--- config.mk ---
export PLATFORM = sky130hd
export DESIGN_NAME = nvram_xfer_flat
export DESIGN_NICKNAME = d
export VERILOG_FILES = /design/src/rtl/nvram_xfer_if.sv /design/src/rtl/nvram_xfer.sv /design/src/flat_wrapper.sv
export SDC_FILE = /design/constraint.sdc
export NUM_CORES = 1
export LEC_CHECK = 0
export CORE_MARGIN = 5
export CORE_UTILIZATION = 61
export DETAILED_ROUTE_END_ITERATION = 6
export DONT_BUFFER_PORTS = 1
export MAX_ROUTING_LAYER = met4
export PLACE_DENSITY_LB_ADDON = 0.3
export SYNTH_ARGS = -nofsm -noshare
export SYNTH_HDL_FRONTEND = slang
export SYNTH_SLANG_ARGS = --single-unit
--- constraint.sdc ---
create_clock -name clk -period 2.55 [get_ports clk]
set_clock_uncertainty 0.2 [all_clocks]
set_input_delay 0.51 -clock clk [delete_from_list [all_inputs] [get_ports clk]]
set_output_delay 0.51 -clock clk [all_outputs]
set_load 0.03 [all_outputs]
--- src/rtl/nvram_xfer_if.sv ---
// nvram_xfer_if: HPS ioctl bus between the HPS bridge and the NVRAM transfer engine.
//   master : HPS side. Drives the session flags, index, address, strobes and download data.
//   slave  : core side. Returns the upload data (ioctl_din) and the stall (ioctl_wait).
interface nvram_xfer_if;
  localparam int unsigned ADDR_W = 25;
  localparam int unsigned DATA_W = 8;

  logic              ioctl_download;
  logic              ioctl_upload;
  logic [7:0]        ioctl_index;
  logic [ADDR_W-1:0] ioctl_addr;
  logic              ioctl_wr;
  logic [DATA_W-1:0] ioctl_dout;
  logic              ioctl_rd;
  logic [DATA_W-1:0] ioctl_din;
  logic              ioctl_wait;

  modport master (
    output ioctl_download, ioctl_upload, ioctl_index, ioctl_addr,
           ioctl_wr, ioctl_dout, ioctl_rd,
    input  ioctl_din, ioctl_wait
  );

  modport slave (
    input  ioctl_download, ioctl_upload, ioctl_index, ioctl_addr,
           ioctl_wr, ioctl_dout, ioctl_rd,
    output ioctl_din, ioctl_wait
  );
endinterface

--- src/rtl/nvram_xfer.sv ---
// nvram_xfer: NVRAM save/load engine between the CPU, the 256x8 nvram and the HPS ioctl bus.
// The CPU is halted for a whole session. While it is halted, the engine owns the NVRAM port.
// Outside a session, CPU accesses pass straight through to the nvram.
// Ports:
//   clk, rst_n             : clock and synchronous active-low reset
//   ioctl (slave)          : HPS download/upload bus, including ioctl_din and ioctl_wait
//   cpu_halt_req/ack       : CPU halt handshake
//   cpu_nv_we/addr/din     : CPU NVRAM access. It is forwarded to nv_* outside a transfer.
//   nv_we/addr/din/dout    : nvram port. nv_dout has a 1-cycle registered read latency.
//   vblank                 : video vblank, used for the autosave quiet timer
//   busy, dirty, save_req  : status outputs
// Optional feature macro NVRAM_DIRTY_EN: dirty tracking and the vblank-timed autosave request.
module nvram_xfer #(
  parameter logic [7:0]  NV_INDEX        = 8'd4,
  parameter int unsigned AUTOSAVE_FRAMES = 120
) (
  input  logic       clk,
  input  logic       rst_n,
  nvram_xfer_if.slave ioctl,
  output logic       cpu_halt_req,
  input  logic       cpu_halt_ack,
  input  logic       cpu_nv_we,
  input  logic [7:0] cpu_nv_addr,
  input  logic [7:0] cpu_nv_din,
  output logic       nv_we,
  output logic [7:0] nv_addr,
  output logic [7:0] nv_din,
  input  logic [7:0] nv_dout,
  input  logic       vblank,
  output logic       busy,
  output logic       dirty,
  output logic       save_req
);
  typedef enum logic [2:0] {S_IDLE, S_HALT, S_XFER, S_RD1, S_RD2, S_REL} state_e;

  state_e     state_q, state_d;
  logic       halt_q, halt_d, wait_q, wait_d, busy_q, busy_d;
  logic [7:0] din_q, din_d, addr_q, addr_d, data_q, data_d;
  logic       oor_q, oor_d, wr_pend_q, wr_pend_d;
  logic       session_c, addr_oor_c, engine_sel_c;

  assign session_c  = (ioctl.ioctl_download | ioctl.ioctl_upload) & (ioctl.ioctl_index == NV_INDEX);
  assign addr_oor_c = |ioctl.ioctl_addr[24:8];

  // State and registered outputs
  always_ff @(posedge clk) begin
    if (!rst_n) begin
      state_q   <= S_IDLE;
      halt_q    <= 1'b0;
      wait_q    <= 1'b0;
      busy_q    <= 1'b0;
      din_q     <= 8'h00;
      addr_q    <= 8'h00;
      data_q    <= 8'h00;
      oor_q     <= 1'b0;
      wr_pend_q <= 1'b0;
    end else begin
      state_q   <= state_d;
      halt_q    <= halt_d;
      wait_q    <= wait_d;
      busy_q    <= busy_d;
      din_q     <= din_d;
      addr_q    <= addr_d;
      data_q    <= data_d;
      oor_q     <= oor_d;
      wr_pend_q <= wr_pend_d;
    end
  end

  // Next state and next outputs. The outputs are decoded from the next state, so they change on the same edge as the state.
  always_comb begin
    state_d   = state_q;
    din_d     = din_q;
    addr_d    = addr_q;
    data_d    = data_q;
    oor_d     = oor_q;
    wr_pend_d = 1'b0;
    unique case (state_q)
      S_IDLE: if (session_c) state_d = S_HALT;
      S_HALT: if (cpu_halt_ack) state_d = S_XFER;
      S_XFER: begin
        // Download has priority when both flags are high.
        if (ioctl.ioctl_download) begin
          if (ioctl.ioctl_wr && !addr_oor_c) begin
            wr_pend_d = 1'b1;
            addr_d    = ioctl.ioctl_addr[7:0];
            data_d    = ioctl.ioctl_dout;
          end
        end else if (ioctl.ioctl_upload) begin
          if (ioctl.ioctl_rd) begin
            state_d = S_RD1;
            addr_d  = ioctl.ioctl_addr[7:0];
            oor_d   = addr_oor_c;
          end
        end else if (!wr_pend_q) begin
          state_d = S_REL;
        end
      end
      S_RD1: state_d = S_RD2;
      S_RD2: begin
        din_d   = oor_q ? 8'hFF : nv_dout;
        state_d = S_XFER;
      end
      S_REL:   state_d = S_IDLE;
      default: state_d = S_IDLE;
    endcase
    halt_d = state_d inside {S_HALT, S_XFER, S_RD1, S_RD2};
    wait_d = state_d inside {S_HALT, S_RD1, S_RD2};
    busy_d = (state_d != S_IDLE);
  end

  // The engine owns the nvram port only once the CPU has acknowledged the halt.
  assign engine_sel_c = state_q inside {S_XFER, S_RD1, S_RD2};
  assign nv_we   = engine_sel_c ? wr_pend_q : cpu_nv_we;
  assign nv_addr = engine_sel_c ? addr_q    : cpu_nv_addr;
  assign nv_din  = engine_sel_c ? data_q    : cpu_nv_din;

  assign cpu_halt_req     = halt_q;
  assign ioctl.ioctl_wait = wait_q;
  assign ioctl.ioctl_din  = din_q;
  assign busy             = busy_q;

`ifdef NVRAM_DIRTY_EN
  logic       dirty_q, save_q, vblank_q, vb_rise_c, cpu_wr_c;
  logic [7:0] quiet_q;

  assign vb_rise_c = vblank & ~vblank_q;
  assign cpu_wr_c  = (state_q == S_IDLE) & cpu_nv_we;

  // Quiet timer: counts vblanks since the last CPU write. save_req fires once when the count reaches the limit.
  always_ff @(posedge clk) begin
    if (!rst_n) begin
      dirty_q  <= 1'b0;
      save_q   <= 1'b0;
      vblank_q <= 1'b0;
      quiet_q  <= 8'd0;
    end else begin
      vblank_q <= vblank;
      save_q   <= 1'b0;
      if (state_q == S_REL) begin
        dirty_q <= 1'b0;
        quiet_q <= 8'd0;
      end else if (cpu_wr_c) begin
        dirty_q <= 1'b1;
        quiet_q <= 8'd0;
      end else if (dirty_q && vb_rise_c && (quiet_q != 8'(AUTOSAVE_FRAMES))) begin
        quiet_q <= quiet_q + 8'd1;
        save_q  <= ((quiet_q + 8'd1) == 8'(AUTOSAVE_FRAMES));
      end
    end
  end

  assign dirty    = dirty_q;
  assign save_req = save_q;
`else
  logic unused_autosave;
  assign unused_autosave = ^{vblank, 8'(AUTOSAVE_FRAMES)};
  assign dirty    = 1'b0;
  assign save_req = 1'b0;
`endif
endmodule

--- src/flat_wrapper.sv ---
// flat-port wrapper written by rule: the top's interface ports become plain ports
module nvram_xfer_flat 
#(
  parameter logic [7:0]  NV_INDEX        = 8'd4,
  parameter int unsigned AUTOSAVE_FRAMES = 120
)
  (clk, rst_n, cpu_halt_req, cpu_halt_ack, cpu_nv_we, cpu_nv_addr, cpu_nv_din, nv_we, nv_addr, nv_din, nv_dout, vblank, busy, dirty, save_req, ioctl_ioctl_download, ioctl_ioctl_upload, ioctl_ioctl_index, ioctl_ioctl_addr, ioctl_ioctl_wr, ioctl_ioctl_dout, ioctl_ioctl_rd, ioctl_ioctl_din, ioctl_ioctl_wait);
  nvram_xfer_if ioctl_i ();
  input  logic clk;
  input  logic rst_n;
  output logic cpu_halt_req;
  input  logic cpu_halt_ack;
  input  logic cpu_nv_we;
  input  logic [7:0] cpu_nv_addr;
  input  logic [7:0] cpu_nv_din;
  output logic nv_we;
  output logic [7:0] nv_addr;
  output logic [7:0] nv_din;
  input  logic [7:0] nv_dout;
  input  logic vblank;
  output logic busy;
  output logic dirty;
  output logic save_req;
  input wire logic [$bits(ioctl_i.ioctl_download)-1:0] ioctl_ioctl_download;
  input wire logic [$bits(ioctl_i.ioctl_upload)-1:0] ioctl_ioctl_upload;
  input wire logic [$bits(ioctl_i.ioctl_index)-1:0] ioctl_ioctl_index;
  input wire logic [$bits(ioctl_i.ioctl_addr)-1:0] ioctl_ioctl_addr;
  input wire logic [$bits(ioctl_i.ioctl_wr)-1:0] ioctl_ioctl_wr;
  input wire logic [$bits(ioctl_i.ioctl_dout)-1:0] ioctl_ioctl_dout;
  input wire logic [$bits(ioctl_i.ioctl_rd)-1:0] ioctl_ioctl_rd;
  output wire logic [$bits(ioctl_i.ioctl_din)-1:0] ioctl_ioctl_din;
  output wire logic [$bits(ioctl_i.ioctl_wait)-1:0] ioctl_ioctl_wait;
  assign ioctl_i.ioctl_download = ioctl_ioctl_download;
  assign ioctl_i.ioctl_upload = ioctl_ioctl_upload;
  assign ioctl_i.ioctl_index = ioctl_ioctl_index;
  assign ioctl_i.ioctl_addr = ioctl_ioctl_addr;
  assign ioctl_i.ioctl_wr = ioctl_ioctl_wr;
  assign ioctl_i.ioctl_dout = ioctl_ioctl_dout;
  assign ioctl_i.ioctl_rd = ioctl_ioctl_rd;
  assign ioctl_ioctl_din = ioctl_i.ioctl_din;
  assign ioctl_ioctl_wait = ioctl_i.ioctl_wait;
  nvram_xfer #(.NV_INDEX(NV_INDEX), .AUTOSAVE_FRAMES(AUTOSAVE_FRAMES)) u_core (.clk(clk), .rst_n(rst_n), .ioctl(ioctl_i), .cpu_halt_req(cpu_halt_req), .cpu_halt_ack(cpu_halt_ack), .cpu_nv_we(cpu_nv_we), .cpu_nv_addr(cpu_nv_addr), .cpu_nv_din(cpu_nv_din), .nv_we(nv_we), .nv_addr(nv_addr), .nv_din(nv_din), .nv_dout(nv_dout), .vblank(vblank), .busy(busy), .dirty(dirty), .save_req(save_req));
endmodule
## Yosys cells after proc, flatten, opt, wreduce, memory -nomap -nowiden

Cells that the tools add are included.

- Memories: 0
- Output and inout port bits: 30
- ROM bits: 0
- Bits of input ports: 74
- RAM bits: 0
- Latch bits: 0
- Register bits after elaboration: 32
- Word-level logic and storage cells: 52

- Add/sub/neg operators: 0
- Div/mod/pow operators: 0
- Bitwise logic cells: 3
- Eq/ne operators: 10
- Reduce and logical (&&, ||, !) cells: 14
- Shift-type cells: 0
- Order comparisons: 0
- Muxes and demuxes: 16
- Multiply operators: 0

Operator list:

| cell | count |
|---|---|
| two-way mux 8 bit | 7 |
| two-way mux 3 bit | 6 |
| OR reduction 17 bit | 1 |
| one-hot mux 3 bit (5 select lines) | 1 |
| == test 3 x 2 -> 1 bit (second input constant) | 4 |
| nonzero test 3 bit | 3 |
| == test 8 x 3 -> 1 bit (second input constant) | 1 |
| AND reduction 4 bit | 2 |
| == test 3 x 1 -> 1 bit (second input constant) | 2 |
| == test 3 bit (second input constant) | 2 |
| AND reduction 3 bit | 2 |
| nonzero test 2 bit | 2 |
| nonzero test 4 bit | 1 |
| logical NOT 3 bit | 1 |
| two-way mux 1 bit | 2 |
| inequality test 2 x 1 -> 1 bit (second input constant) | 1 |
| bitwise AND 1 bit | 1 |
| logical AND 1 bit | 1 |
| logical NOT 1 bit | 1 |
| NOT 1 bit | 1 |
| bitwise OR 1 bit | 1 |

## Depth between registers and ports, before layout

- Depth after elaboration: 6
- Depth in mapped cells: 7
- Mapped depth without buffers: 4

## Worst setup path before layout

OpenSTA, ideal clock, no wires.

- Kind: register to output
- Start: register u_core.state_q[2]
- End: output nv_addr[0]
- Setup slack: 0.326 ns
- Required time: 1.840 ns
- Path buffers: 1
- Cell stages (with the launch flop): 6
- Arrival: 1.514 ns
- Cells stage by stage: dfxtp_1 -> inv_1 -> nor3_2 -> a21oi_2 -> buf_2 -> mux2_2

- Longest elaborated chain between the ends: 3
- Elaborated cells on any way between the ends: 5
- Classes of those cells: eq/ne: 3; mux: 1; reduce/logical: 1

Ends and longest elaborated chain:

| item | line | source |
|---|---|---|
| start, declared | nvram_xfer.sv:36 | `state_e state_q, state_d;` |
| start signal, assigned | nvram_xfer.sv:58 | `state_q <= state_d;` |
| == test 3 x 2 -> 1 bit or == test 3 bit (tied branches) | nvram_xfer.sv:113 | `assign engine_sel_c = state_q inside {S_XFER, S_RD1, S_RD2};` |
| nonzero test 3 bit (*) | nvram_xfer.sv:113 |  |
| two-way mux 8 bit (*) | nvram_xfer.sv:115 | `assign nv_addr = engine_sel_c ? addr_q : cpu_nv_addr;` |
| end, declared | flat_wrapper.sv:17 | `output logic [7:0] nv_addr;` |

Every way passes the cells marked *; elsewhere a longest branch is shown, timed or not.

## Worst setup path in the final report

- Start: register u_core.state_q[0]
- End: output nv_din[1]

- Longest elaborated chain between the ends: 3
- Elaborated cells on any way between the ends: 5
- Classes of those cells: eq/ne: 3; mux: 1; reduce/logical: 1

Ends and longest elaborated chain:

| item | line | source |
|---|---|---|
| == test 3 x 2 -> 1 bit or == test 3 bit (tied branches) | nvram_xfer.sv:113 |  |
| nonzero test 3 bit (*) | nvram_xfer.sv:113 |  |
| two-way mux 8 bit (*) | nvram_xfer.sv:116 | `assign nv_din = engine_sel_c ? data_q : cpu_nv_din;` |
| end, declared | flat_wrapper.sv:18 | `output logic [7:0] nv_din;` |

Marked as above.

==> results_dict.tcl <==
set metrics [dict create \
    synth_edf_count 0 \
    worstSetupStartpointType "flop" \
    dr.pass1.iters 4 \
    max_freq_ghz 0.415 \
    critPathArrivalTime_ns 1.70 \
    grt_pass1_wl_mm 5.54 \
    synth_compound_area_share_pct 14.2 \
    setup_viol_count_final 0 \
    grt_overflow 0 \
    track_usage_pct 20.3 \
    die_area_um2 3790 \
    drive_above_1_share_pct 18.9 \
    synth_simple_gate_area_share_pct 22.4 \
    cap_violations 0 \
    viasPerCell 6.17 \
    synth_ff_type "dfxtp_1" \
    cts_buffer_depth 2 \
    synth.avg_cell_area_um2 8.92 \
    drc_errors 0 \
    cts_tree "built" \
    max_stage_delay_ns 0.48 \
    cts_buffers 5 \
    cts_root_buf "clkbuf_4" \
    final_nets 254 \
    path_max_fanout 17 \
    gp_congestion 0.753 \
    clkTransAtPathRegs_ns 0.09 \
    clk_latency_ns 0.31 \
    path_class "reg2out" \
    p_leak_nw 0.643 \
    p_total_mw 0.884 \
    nFillCells 217 \
    die_h_um 61.6 \
    num_io_pins 104 \
    synth_fa_ha_area_share_pct 0 \
    grt_max_degree 20 \
    cts_sinks 32 \
    rows 18 \
    critPathRequiredTime_ns 1.84 \
    vdd_drop_max_mv 0.466 \
    ys_warn_count 0 \
    hold_path_class "in2reg" \
    rsz0062_at_grt "no" \
    syn2layout_area_growth_pct 2.39 \
    fp.dieW_um 61.6 \
    end_kind "output port" \
    synthXorXnorAreaFrac_pct 0 \
    grt_pass1_vias 1283 \
    ys_seq_area_share_pct 39.5 \
    hold_viol_final 0 \
    power_density_nw_per_um2 532 \
    netlist_instances 182 \
    port_buffers 0 \
    dp_hpwl_mm 2.94 \
    num_vias 1295 \
    async_reset_ff_share_pct 0 \
    h-tree-depth 2 \
    drt-initial-drc-count 25 \
    routed_wl_mm 3.69 \
    core_area_um2 2520 \
    antenna_found_initial 0 \
    worstPathCellList "nor3_2 -> a21oi_2 -> buf_4 -> mux2_2" \
    fin_crit_sh_pct 94.6 \
    finalMaxSlewViolations 0 \
    status "finished, final reports clean" \
    insertedDiodeCount 0 \
    synth_cell_types 40 \
    setup-tns-final_ns 0 \
    relSlewSlack_pct 53.5 \
    crit_slowest_cell "dfxtp_1" \
    synth_top_family_by_area "simple AND/OR/NAND/NOR gates" \
    ys_ff_latch 32 \
    synthMuxAreaShare_pct 16.7 \
    worstMarginPinSlew_ns 0.680 \
    syn-cell-area_um2 1620 \
    ant_nets 0 \
    start_util_pct 64.3 \
    period_minus_slack_ns 2.41 \
    wire_per_inst_um 17.6 \
]
-- sequential cells by signal, summed over array words and instances (netlist names) --
name and count:
u_core.addr_q 8, u_core.data_q 8, u_core.ioctl.ioctl_din 8, u_core.state_q 3, u_core.busy 1, u_core.cpu_halt_req 1
u_core.ioctl.ioctl_wait 1, u_core.oor_q 1, u_core.wr_pend_q 1
-- where the power goes --
group | internal [mW] | total, mW | switching, mW | leakage (nW)
clock network | 0.156 | 0.311 | 0.155 | 0.0374
registers | 0.500 | 0.500 | 0.000683 | 0.258
logic | 0.0204 | 0.0719 | 0.0514 | 0.348
-- layer usage --
layer / global-route usage, % / wire length [µm]
met4: 5.45 / 12
met1: 21.7 / 1340
met3: 5.87 / 420
met5: - / 0
met2: 36.3 / 1920
-- worst paths after layout --
check                      start                to  slack [ns]  cells past startpoint
min          ioctl_ioctl_addr[4]  u_core.addr_q[4]        0.12                      2
max            u_core.state_q[0]         nv_din[1]        0.14                      4
min reg2reg     u_core.addr_q[4]  u_core.addr_q[4]        0.26                      2
max reg2reg    u_core.state_q[1]  u_core.addr_q[7]        0.52                      4
-- cell usage in the layout, fill, tap and decap left out, drive strengths merged, types with 2 or more instances in the layout --
master	synthesis	layout
a211oi	8	8
a21oi	10	10
and2	2	2
buf	8	4
clkbuf	5	7
conb	1	2
dfxtp	32	32
inv	3	3
mux2	17	17
mux2i	8	8
nand2	19	19
nand4	8	8
nor2	22	22
nor3	6	6
nor4	4	4
o21ai	11	11
-- synthesized netlist by cell type (2+ instances only) --
library cell / number / area (µm²)
mux2_2: 17 / 191
and2_1: 2 / 12.5
dfxtp_1: 32 / 641
mux2i_1: 8 / 80.1
buf_6: 4 / 45.0
clkbuf_1: 4 / 15.0
nor2_1: 22 / 82.6
buf_4: 2 / 15.0
o21ai_0: 11 / 55.1
inv_1: 3 / 11.3
a211oi_1: 8 / 60.1
nand2_1: 19 / 71.3
nand4_1: 8 / 50.1
nor4_1: 4 / 25.0
a21oi_1: 9 / 45.0
nor3_1: 5 / 25.0
-- final cells by class --
type                    count  area (µm²)  area share, %
well taps                  30        37.5           2.26
inverters                   4        15.0          0.904
multi-input cells         133         872           52.5
flip-flops and latches     32         642           38.6
clock buffers               7        65.1           3.92
repair buffers              4        30.0           1.81
-- critical path: cells and delay by family, from the launching register on --
kind | cells | cell delay (ns)
AOI/OAI and AO/OA | 1 | 0.11
DFF | 1 | 0.48
muxes | 1 | 0.46
and+or+nand+nor | 1 | 0.09
buffers and inverters | 1 | 0.25
-- metrics by stage --
step                      setup WS (ns)  cells  util, %  hold WS (ns)  area, µm²
after floorplan                   0.326    183        -         0.236       1630
after global placement            0.446    203     63.2         0.244       1600
after detailed placement          0.372    203     63.2         0.253       1600
after CTS                        0.0835    210     65.8         0.103       1660
after global routing             0.0300    210     65.9         0.111       1660
final                             0.139    210     65.9         0.121       1660
-- cells by family after synthesis --
family                 after synthesis
buffers and inverters               18
AO/OA/AOI/OAI                       36
other                                1
flip-flops                          32
AND/OR/NAND/NOR                     70
multiplexers                        25
-- repair_timing --
item,CTS,global route
resized for setup,0,1
endpoints found under the setup margin,0,2
buffers inserted,0,0
hold buffers,0,0
Power figures use the tool's default switching activity.
